[src/rtl/spi_dcs_pkg.sv]
// Shared types and constants for the two-chip-select SPI master.
package spi_dcs_pkg;

  typedef enum logic [2:0] {
    IDLE,
    A_SHIFT,
    A_HOLD,
    GAP,
    D_SHIFT,
    D_HOLD,
    DONE
  } dcs_state_t;

  // Mode-0 idle levels
  localparam logic SCL_IDLE = 1'b0;
  localparam logic SDI_IDLE = 1'b0;
  localparam logic CS_IDLE  = 1'b1;

  function automatic int unsigned dcs_latency(input int unsigned wa,
                                              input int unsigned wd,
                                              input int unsigned h);
    return 2 * h * (wa + wd) + 3 * h + 1;
  endfunction

  function automatic int max_width(input int a, input int b);
    return (a > b) ? a : b;
  endfunction

endpackage

[src/rtl/spi_dcs_shift_engine.sv]
// MSB-first mode-0 shifter: half-period timer, bit counter and a shared TX/RX
// register. Data is loaded left-aligned; received bits collect at the LSB end.
module spi_dcs_shift_engine
  import spi_dcs_pkg::*;
#(
  parameter int W   = 16,
  parameter int H   = 4,
  parameter int NBW = $clog2(W + 1)
) (
  input  logic           clk,
  input  logic           rst,
  input  logic           load,
  input  logic           clear,
  input  logic [NBW-1:0] nbits,
  input  logic [W-1:0]   din,
  input  logic           sdo,
  output logic           scl,
  output logic           sdi,
  output logic           phase_end,
  output logic [W-1:0]   dout
);

  localparam int HW = $clog2(H + 1);
  localparam logic [HW-1:0] H_LOAD = HW'(H - 1);

  logic           busy;
  logic [HW-1:0]  hcnt;
  logic [NBW-1:0] bcnt;
  logic [W-1:0]   shreg;
  logic           sdo_bit;

  assign dout      = shreg;
  assign phase_end = busy && (hcnt == '0) && scl && (bcnt == '0);

  always_ff @(posedge clk) begin
    if (rst) begin
      busy    <= 1'b0;
      hcnt    <= '0;
      bcnt    <= '0;
      shreg   <= '0;
      sdo_bit <= 1'b0;
      scl     <= SCL_IDLE;
      sdi     <= SDI_IDLE;
    end else if (clear) begin
      busy <= 1'b0;
      hcnt <= '0;
      bcnt <= '0;
      scl  <= SCL_IDLE;
      sdi  <= SDI_IDLE;
    end else if (load) begin
      busy  <= 1'b1;
      shreg <= din;
      sdi   <= din[W-1];
      scl   <= SCL_IDLE;
      hcnt  <= H_LOAD;
      bcnt  <= nbits - NBW'(1);
    end else if (busy) begin
      if (hcnt != '0) begin
        hcnt <= hcnt - HW'(1);
      end else begin
        hcnt <= H_LOAD;
        if (!scl) begin
          scl     <= 1'b1;
          sdo_bit <= sdo;
        end else begin
          // falling edge: commit the sampled bit and present the next one
          scl   <= 1'b0;
          shreg <= {shreg[W-2:0], sdo_bit};
          if (bcnt == '0) begin
            busy <= 1'b0;
          end else begin
            bcnt <= bcnt - NBW'(1);
            sdi  <= shreg[W-2];
          end
        end
      end
    end
  end

endmodule

[src/rtl/spi_dcs_master.sv]
// SPI mode-0 master for the address-CS / data-CS slave protocol.
// Sequences chip selects, hold and gap timing around one shift engine.
module spi_dcs_master
  import spi_dcs_pkg::*;
#(
  parameter int width_addr = 8,
  parameter int width_data = 16,
  parameter int sck_half   = 4
) (
  input  logic                  clk,
  input  logic                  rst,
  input  logic                  start,
  input  logic [width_addr-1:0] addr,
  input  logic [width_data-1:0] wdata,
  output logic                  ready,
  output logic                  done,
  output logic [width_data-1:0] rdata,
  output logic                  spi_scl,
  output logic                  spi_sdi,
  input  logic                  spi_sdo,
  output logic                  spi_cs_addr,
  output logic                  spi_cs_data
);

  localparam int W   = max_width(width_addr, width_data);
  localparam int NBW = $clog2(W + 1);
  localparam int TW  = $clog2(sck_half + 1);
  localparam logic [TW-1:0] T_LOAD = TW'(sck_half - 1);

  dcs_state_t            state;
  logic [TW-1:0]         tmr;
  logic [width_data-1:0] wdata_q;

  logic           accept, gap_end;
  logic           eng_load, eng_clear, eng_phase_end;
  logic [NBW-1:0] eng_nbits;
  logic [W-1:0]   eng_din, eng_dout, addr_al, wdata_al;

  assign addr_al  = W'(addr) << (W - width_addr);
  assign wdata_al = W'(wdata_q) << (W - width_data);

  always_comb begin
    accept    = (state == IDLE) && start;
    gap_end   = (state == GAP) && (tmr == '0);
    eng_load  = accept || gap_end;
    eng_nbits = accept ? NBW'(width_addr) : NBW'(width_data);
    eng_din   = accept ? addr_al : wdata_al;
    eng_clear = ((state == A_HOLD) || (state == D_HOLD)) && (tmr == '0);
  end

  spi_dcs_shift_engine #(
    .W   (W),
    .H   (sck_half),
    .NBW (NBW)
  ) u_engine (
    .clk       (clk),
    .rst       (rst),
    .load      (eng_load),
    .clear     (eng_clear),
    .nbits     (eng_nbits),
    .din       (eng_din),
    .sdo       (spi_sdo),
    .scl       (spi_scl),
    .sdi       (spi_sdi),
    .phase_end (eng_phase_end),
    .dout      (eng_dout)
  );

  always_ff @(posedge clk) begin
    if (rst) begin
      state       <= IDLE;
      tmr         <= '0;
      wdata_q     <= '0;
      ready       <= 1'b1;
      done        <= 1'b0;
      rdata       <= '0;
      spi_cs_addr <= CS_IDLE;
      spi_cs_data <= CS_IDLE;
    end else begin
      case (state)
        IDLE: begin
          done <= 1'b0;
          if (start) begin
            wdata_q     <= wdata;
            ready       <= 1'b0;
            spi_cs_addr <= 1'b0;
            state       <= A_SHIFT;
          end
        end
        A_SHIFT: begin
          if (eng_phase_end) begin
            tmr   <= T_LOAD;
            state <= A_HOLD;
          end
        end
        A_HOLD: begin
          if (tmr == '0) begin
            spi_cs_addr <= CS_IDLE;
            tmr         <= T_LOAD;
            state       <= GAP;
          end else begin
            tmr <= tmr - TW'(1);
          end
        end
        GAP: begin
          if (tmr == '0) begin
            spi_cs_data <= 1'b0;
            state       <= D_SHIFT;
          end else begin
            tmr <= tmr - TW'(1);
          end
        end
        D_SHIFT: begin
          if (eng_phase_end) begin
            tmr   <= T_LOAD;
            state <= D_HOLD;
          end
        end
        D_HOLD: begin
          if (tmr == '0) begin
            spi_cs_data <= CS_IDLE;
            done        <= 1'b1;
            rdata       <= eng_dout[width_data-1:0];
            state       <= DONE;
          end else begin
            tmr <= tmr - TW'(1);
          end
        end
        DONE: begin
          done  <= 1'b0;
          ready <= 1'b1;
          state <= IDLE;
        end
        default: state <= IDLE;
      endcase
    end
  end

endmodule

[config.mk]
export PLATFORM = sky130hd
export DESIGN_NAME = spi_dcs_master
export DESIGN_NICKNAME = d
export VERILOG_FILES = /design/src/rtl/spi_dcs_pkg.sv /design/src/rtl/spi_dcs_shift_engine.sv /design/src/rtl/spi_dcs_master.sv
export SDC_FILE = /design/constraint.sdc
export NUM_CORES = 1
export LEC_CHECK = 0
export ABC_AREA = 1
export BUFFER_PORTS_ARGS = -buffer_cell sky130_fd_sc_hd__buf_2
export CORE_MARGIN = 2
export CORE_UTILIZATION = 55
export DETAILED_ROUTE_END_ITERATION = 10
export PLACE_DENSITY_LB_ADDON = 0.12
export RECOVER_POWER = 25
export SETUP_SLACK_MARGIN = 0.1
export SLEW_MARGIN = 20
export SYNTH_ARGS = -nofsm -noshare
export SYNTH_HDL_FRONTEND = slang
export SYNTH_SLANG_ARGS = --single-unit
[constraint.sdc]
create_clock -name clk -period 3.5 [get_ports clk]
set_input_delay 0.35 -clock clk [delete_from_list [all_inputs] [get_ports clk]]
set_output_delay 0.35 -clock clk [all_outputs]
set_load 0.05 [all_outputs]
# [After elaboration in Yosys (flattened, before gate mapping)]
# Cells that the tools add are included.
[totals] output_inout_bits=22 inputBits=28 ff_bits=70
[classes] bitwise=4 reduce_logical=37 n_addsub=4 muxes=43 n_eq_ne=16
[ops] cell="$mux W16" n=5
[ops] cell="$mux W3" n=10
[ops] cell="$mux W5" n=6
[ops] cell="$pmux W3 S6" n=1
[ops] cell="$mux W1" n=14
[ops] cell="$ne A2 B2 Y1 const B" n=6
[ops] cell="$reduce_bool A2 Y1" n=6
[ops] cell="$reduce_and A2 Y1" n=5
[ops] cell="$sub A5 B1 Y5 const B" n=2
[ops] cell="$eq A3 B3 Y1 const B" n=3
[ops] cell="$logic_not A3 Y1" n=3
[ops] cell="$pmux W3 S3" n=1
[ops] cell="$reduce_and A3 Y1" n=3
[ops] cell="$ne A2 B1 Y1 const B" n=4
[ops] cell="$pmux W1 S2" n=4
[ops] cell="$reduce_and A4 Y1" n=2
[ops] cell="$reduce_or A2 Y1" n=4
[ops] cell="$eq A3 B2 Y1 const B" n=2
[ops] cell="$logic_and A1 B1 Y1" n=6
[ops] cell="$reduce_and A6 Y1" n=1
[ops] cell="$reduce_bool A3 Y1" n=2
[ops] cell="$sub A3 B1 Y3 const B" n=2
[ops] cell="$logic_not A5 Y1" n=1
[ops] cell="$reduce_and A5 Y1" n=1
[ops] cell="5 further kinds" n=10

# [Depth between registers and ports, before layout]
[depth] word_depth=6 depth_mapped=15 ltp_nobuf=14

# [Hierarchy]
# From an unflattened synthesis, not the netlist that was laid out.
[unflattened] cells_unflattened=511 hier_area_um2=3452.1
[by_module_without_submodules] module="spi_dcs_master" cells_each=265 n_inst=1 area_per_inst_um2=1903.1
[by_module_without_submodules] module="spi_dcs_shift_engine" cells_each=246 n_inst=1 area_per_inst_um2=1549.0

# [Worst setup path before layout]
# No wires, ideal clock.
[synth_timing] path_type="reg-to-reg" start="reg tmr[0]" end="reg u_engine.bcnt[4]" slack_ns=1.706 path_buffers=1 path_stages_with_launch=15 synth_period_minus_slack_ns=1.794 arrival_time_ns=1.685 path_cell_list="dfxtp_1 -> inv_1 -> ha_1 -> nand2_4 -> inv_1 -> nand2_4 -> nand2_4 -> inv_4 -> buf_2 -> nand2_1 -> ha_1 -> nand4_1 -> nand3_1 -> nand2_1 -> inv_1"
[synth_via] elab_chain_cells=5
[synth_rtl] element="from (decl)" line="spi_dcs_master.sv:31" rtl="logic [TW-1:0] tmr;"
[synth_rtl] element="from (signal assigned)" line="spi_dcs_master.sv:102" rtl="tmr <= tmr - TW'(1);"
[synth_rtl] element="from (signal assigned)" line="spi_dcs_master.sv:110" rtl="tmr <= tmr - TW'(1);"
[synth_rtl] element="from (signal assigned)" line="spi_dcs_master.sv:126" rtl="tmr <= tmr - TW'(1);"
[synth_rtl] element="$logic_not A3 Y1 (*)" line="spi_dcs_master.sv:44, spi_dcs_master.sv:48"
[synth_rtl] element="$logic_and A1 B1 Y1" line="spi_dcs_master.sv:44" rtl="gap_end = (state == GAP) && (tmr == '0);"
[synth_rtl] element="$logic_or A1 B1 Y1" line="spi_dcs_master.sv:45" rtl="eng_load = accept || gap_end;"
[synth_rtl] element="$ne A2 B2 Y1 (no source line) or $reduce_bool A2 Y1 (tied branches)"
[synth_rtl] element="$reduce_and A4 Y1 (no source line)"
[synth_rtl] element="to (signal assigned)" line="spi_dcs_shift_engine.sv:56" rtl="bcnt <= nbits - NBW'(1);"
[synth_rtl] element="to (signal assigned)" line="spi_dcs_shift_engine.sv:72" rtl="bcnt <= bcnt - NBW'(1);"
[synth_rtl] element="to (decl)" line="spi_dcs_shift_engine.sv:28" rtl="logic [NBW-1:0] bcnt;"
# Every way passes the cells marked *; elsewhere a longest branch is shown, timed or not.
# A chain may end at the register's enable or synchronous reset.

# [Worst setup path in the final report]
[layout_timing] start="reg tmr[0]" end="reg u_engine.shreg[15] (netlist: u_engine.dout[15])"
[layout_via] elab_chain_cells=5
[layout_rtl] element="$logic_not A3 Y1 (*)" line="spi_dcs_master.sv:44, spi_dcs_master.sv:48"
[layout_rtl] element="$logic_and A1 B1 Y1" line="spi_dcs_master.sv:44"
[layout_rtl] element="$logic_or A1 B1 Y1" line="spi_dcs_master.sv:45"
[layout_rtl] element="$ne A2 B2 Y1 (no source line) or $reduce_bool A2 Y1 (tied branches)"
[layout_rtl] element="$reduce_and A4 Y1 (no source line)"
[layout_rtl] element="to (signal assigned)" line="spi_dcs_shift_engine.sv:52" rtl="shreg <= din;"
[layout_rtl] element="to (signal assigned)" line="spi_dcs_shift_engine.sv:68" rtl="shreg <= {shreg[W-2:0], sdo_bit};"
[layout_rtl] element="to (decl)" line="spi_dcs_shift_engine.sv:29" rtl="logic [W-1:0] shreg;"
# Marks and branches as above.

==> results.json <==
{
  "fp.coreArea_sq_um": 5540,
  "globalRouteOverflowTotal": 0,
  "wire_length_of_the_first_global_routing_pass_mm": 11.6,
  "rsz0062_at_grt": "no",
  "buffer_depth_of_the_longest_clock_path": 2,
  "slew_headroom_pct": 49.0,
  "vias_in_the_first_global_route": 2765,
  "routed-via-count": 2845,
  "antenna_cells_inserted": 0,
  "postSynthCellCount": 428,
  "leakage_nw": 1.56,
  "synth_area_leader_cell": "sky130_fd_sc_hd__dfxtp_1",
  "synth_top_cells_by_count": "105 x sky130_fd_sc_hd__nand2_1, 70 x sky130_fd_sc_hd__dfxtp_1, 45 x sky130_fd_sc_hd__a21oi_1, 41 x sky130_fd_sc_hd__nor2_1, 40 x sky130_fd_sc_hd__o21ai_0",
  "ys.flop_type": "sky130_fd_sc_hd__dfxtp_1",
  "design.final.nets": 503,
  "post-route-period-util_pct": 64.0,
  "cts-hold-fix-buffers": 0,
  "drv_cap": 0,
  "synth_enable_flop_cells": 0,
  "yosysMostFrequentCell": "sky130_fd_sc_hd__nand2_1",
  "die-height_um": 79.9,
  "synth.yosys.seq_area_share_pct": 44.2,
  "vdd.ir_drop.worst_uv": 435,
  "route.detailed.vias_per_inst": 5.21,
  "ports_placed_on_the_boundary": 50,
  "buffer_ports.inserted": 49,
  "final.fill_count": 534,
  "final-setup-viol-count": 0,
  "netlist.area_leader.share_pct": 44.2,
  "ctsHtreeMaxLevel": 3,
  "status": "finished clean",
  "floorplan.initialDensity_pct": 57.2,
  "post_cts_resized": 0,
  "hp-class": "in -> reg",
  "fmax_ghz": 0.446,
  "worst-slew-pin-transition_ps": 764,
  "cp_capture_type": "register",
  "final-hold-violation-count": 0,
  "hpwl_mm": 4.79,
  "cts.repair_timing.setup_buffer_count": 0,
  "placed_cell_area_sq_um": 3380,
  "drt.antenna.violating_nets": 0,
  "share_of_layout_cells_above_drive_strength_1_pct": 15.4,
  "cp_data_required_time_ps": 3720,
  "worstSetupStartpointType": "register",
  "drv_slew": 0,
  "final_total_negative_setup_slack_ps": 0,
  "finalClockSkew_ps": 8.54,
  "synthesis.nets": 462,
  "tritoncts": "built",
  "grt_antenna_before_repair": 0,
  "timing.final.crit_period_ps": 2240,
  "die_span_in_x_um": 79.9,
  "post-route-cell-area_sq_um": 3580,
  "tritoncts_num_sinks": 70,
  "avgRoutedWirePerCell_um": 12.4,
  "detail_route.drc_violations": 0,
  "async_set_or_reset_register_ratio_after_synthesis_pct": 0,
  "synth.ff_latch_count": 70,
  "gp_routability_congestion": 0.885,
  "drt_wl_total_mm": 6.77,
  "path_class": "reg -> reg",
  "final_cells": 546,
  "clk_latency_ps": 330,
  "rows": 27,
  "setup.reg_to_reg.worst_slack_ps": 1260,
  "post-place-cells": 530,
  "crit_arrival_ps": 2460,
  "cp_max_fo": 17,
  "synth.lib_cells_used.distinct": 32,
  "grt.total_usage_pct": 23.0,
  "largest_cells_by_area_after_synthesis": "sky130_fd_sc_hd__dfxtp_1 44%, sky130_fd_sc_hd__nand2_1 12%, sky130_fd_sc_hd__a21oi_1 7.1%",
  "clock_tree.root_cell": "sky130_fd_sc_hd__clkbuf_8",
  "synth_warnings": 0,
  "detailed_router_s_first_iteration_violation_count": 147,
  "postSynthAreaPerCell_sq_um": 7.41,
  "cts_buffer_count": 9,
  "cell_area_after_technology_mapping_sq_um": 3170,
  "dieArea_sq_um": 6390,
  "relative_area_change_from_synthesis_to_final_layout_pct": 13.0,
  "power_density_nw_per_um2": 823,
  "dr.pass1.iters": 5,
  "grt_start_max_net_pins": 32,
  "worst_setup_hold_path_clk_slew_ps": 80
}
-- final timing paths --
| kind | endpoint | cells after the start | start |
|---|---|---|---|
| max | u_engine.dout[15] | 10 | tmr[0] |
| min | wdata_al[6] | 3 | wdata[6] |
| max reg2reg | u_engine.dout[15] | 10 | tmr[0] |
| min reg2reg | ready | 2 | ready |
-- registers in the layout, indices dropped and copies added (netlist names), 3 cells and up --
signal and count:
rdata 16, wdata_al 16, u_engine.bcnt 5, state 3, u_engine.hcnt 3, u_engine.dout 16, tmr 3
-- cell families (layout without fill, tap and decap cells) --
group,Yosys count,after routing,synth area share [%]
fa+ha+maj,6,6,2.37
buf+inv,59,105,8.84
compound gates,101,101,17.7
simple gates,192,192,26.9
flops,70,70,44.2
-- where the power goes --
group	total (mW)	internal (mW)	switching, mW	leakage (nW)
Combinational	1.13	0.338	0.789	0.873
Sequential	1.08	0.972	0.109	0.572
Clock	0.740	0.440	0.300	0.116
-- worst max-delay path: stages, from the launching register on --
cell and delay [ps]:
sky130_fd_sc_hd__dfxtp_1 310, sky130_fd_sc_hd__inv_1 70, sky130_fd_sc_hd__ha_1 200, sky130_fd_sc_hd__nand2_1 230, sky130_fd_sc_hd__inv_1 140, sky130_fd_sc_hd__nand2_4 140, sky130_fd_sc_hd__nand2_4 140, sky130_fd_sc_hd__o21ai_4 450
sky130_fd_sc_hd__inv_4 180, sky130_fd_sc_hd__o21ai_0 190, sky130_fd_sc_hd__nor2_1 70
-- metrics by stage --
stage | hold slack, ps | setup WS (ps) | utilization, % | power, mW
after floorplan | 439 | 1710 | - | 2.07
after global placement | 460 | 1380 | 61.1 | 2.21
after detailed placement | 438 | 1330 | 61.1 | 2.23
after CTS | 247 | 1320 | 65.3 | 2.97
after global routing | 260 | 1020 | 64.7 | 3.17
final | 258 | 1260 | 64.7 | 2.95
-- layer usage --
layer / track usage [%] / part of all wire [%] / vias up
met1: 26.5 / 44 / 1285
li1: - / - / 1477
met5: 0 / 0 / -
met3: 3.39 / 3.7 / 12
met4: 11.0 / 1.7 / 0
met2: 41.3 / 51 / 71
-- layout make-up --
| cell class | instances | area (sq um) | share of cell area [%] |
|---|---|---|---|
| clock buffers | 11 | 151 | 4.23 |
| clock inverters | 5 | 81.3 | 2.27 |
| inverters | 39 | 151 | 4.23 |
| multi-input cells | 299 | 1480 | 41.4 |
| flip-flops and latches | 70 | 1400 | 39.1 |
| well taps | 72 | 90.1 | 2.51 |
| repair buffers | 50 | 225 | 6.29 |
-- placed cells by master (no fill, tap or decap) --
master and n:
sky130_fd_sc_hd__inv_1 34, sky130_fd_sc_hd__nor3_1 5, sky130_fd_sc_hd__nand4_1 5, sky130_fd_sc_hd__buf_2 27, sky130_fd_sc_hd__clkinv_1 1, sky130_fd_sc_hd__nand2_1 106, sky130_fd_sc_hd__clkinv_4 1, sky130_fd_sc_hd__nand3_1 17
sky130_fd_sc_hd__inv_2 2, sky130_fd_sc_hd__nand2_2 1, sky130_fd_sc_hd__clkbuf_1 22, sky130_fd_sc_hd__buf_4 1, sky130_fd_sc_hd__clkinvlp_4 1, sky130_fd_sc_hd__ha_1 6, sky130_fd_sc_hd__nor2_1 41, sky130_fd_sc_hd__bufinv_16 2
sky130_fd_sc_hd__o21ai_1 2, sky130_fd_sc_hd__nand3_2 2, sky130_fd_sc_hd__a21oi_2 8, sky130_fd_sc_hd__or2_2 1, sky130_fd_sc_hd__dfxtp_1 70, sky130_fd_sc_hd__clkbuf_8 11, sky130_fd_sc_hd__nor2_4 4, sky130_fd_sc_hd__a31oi_1 2
sky130_fd_sc_hd__inv_4 2, sky130_fd_sc_hd__nor4_1 2, sky130_fd_sc_hd__nor3b_1 2, sky130_fd_sc_hd__nor2_2 4, sky130_fd_sc_hd__a211o_1 1, sky130_fd_sc_hd__clkinv_2 1, sky130_fd_sc_hd__nand2_4 2, sky130_fd_sc_hd__o21ai_2 2
sky130_fd_sc_hd__o21ai_0 40, sky130_fd_sc_hd__o21ai_4 1, sky130_fd_sc_hd__a21oi_1 45
Note: power is estimated with default switching activity, not from simulation.
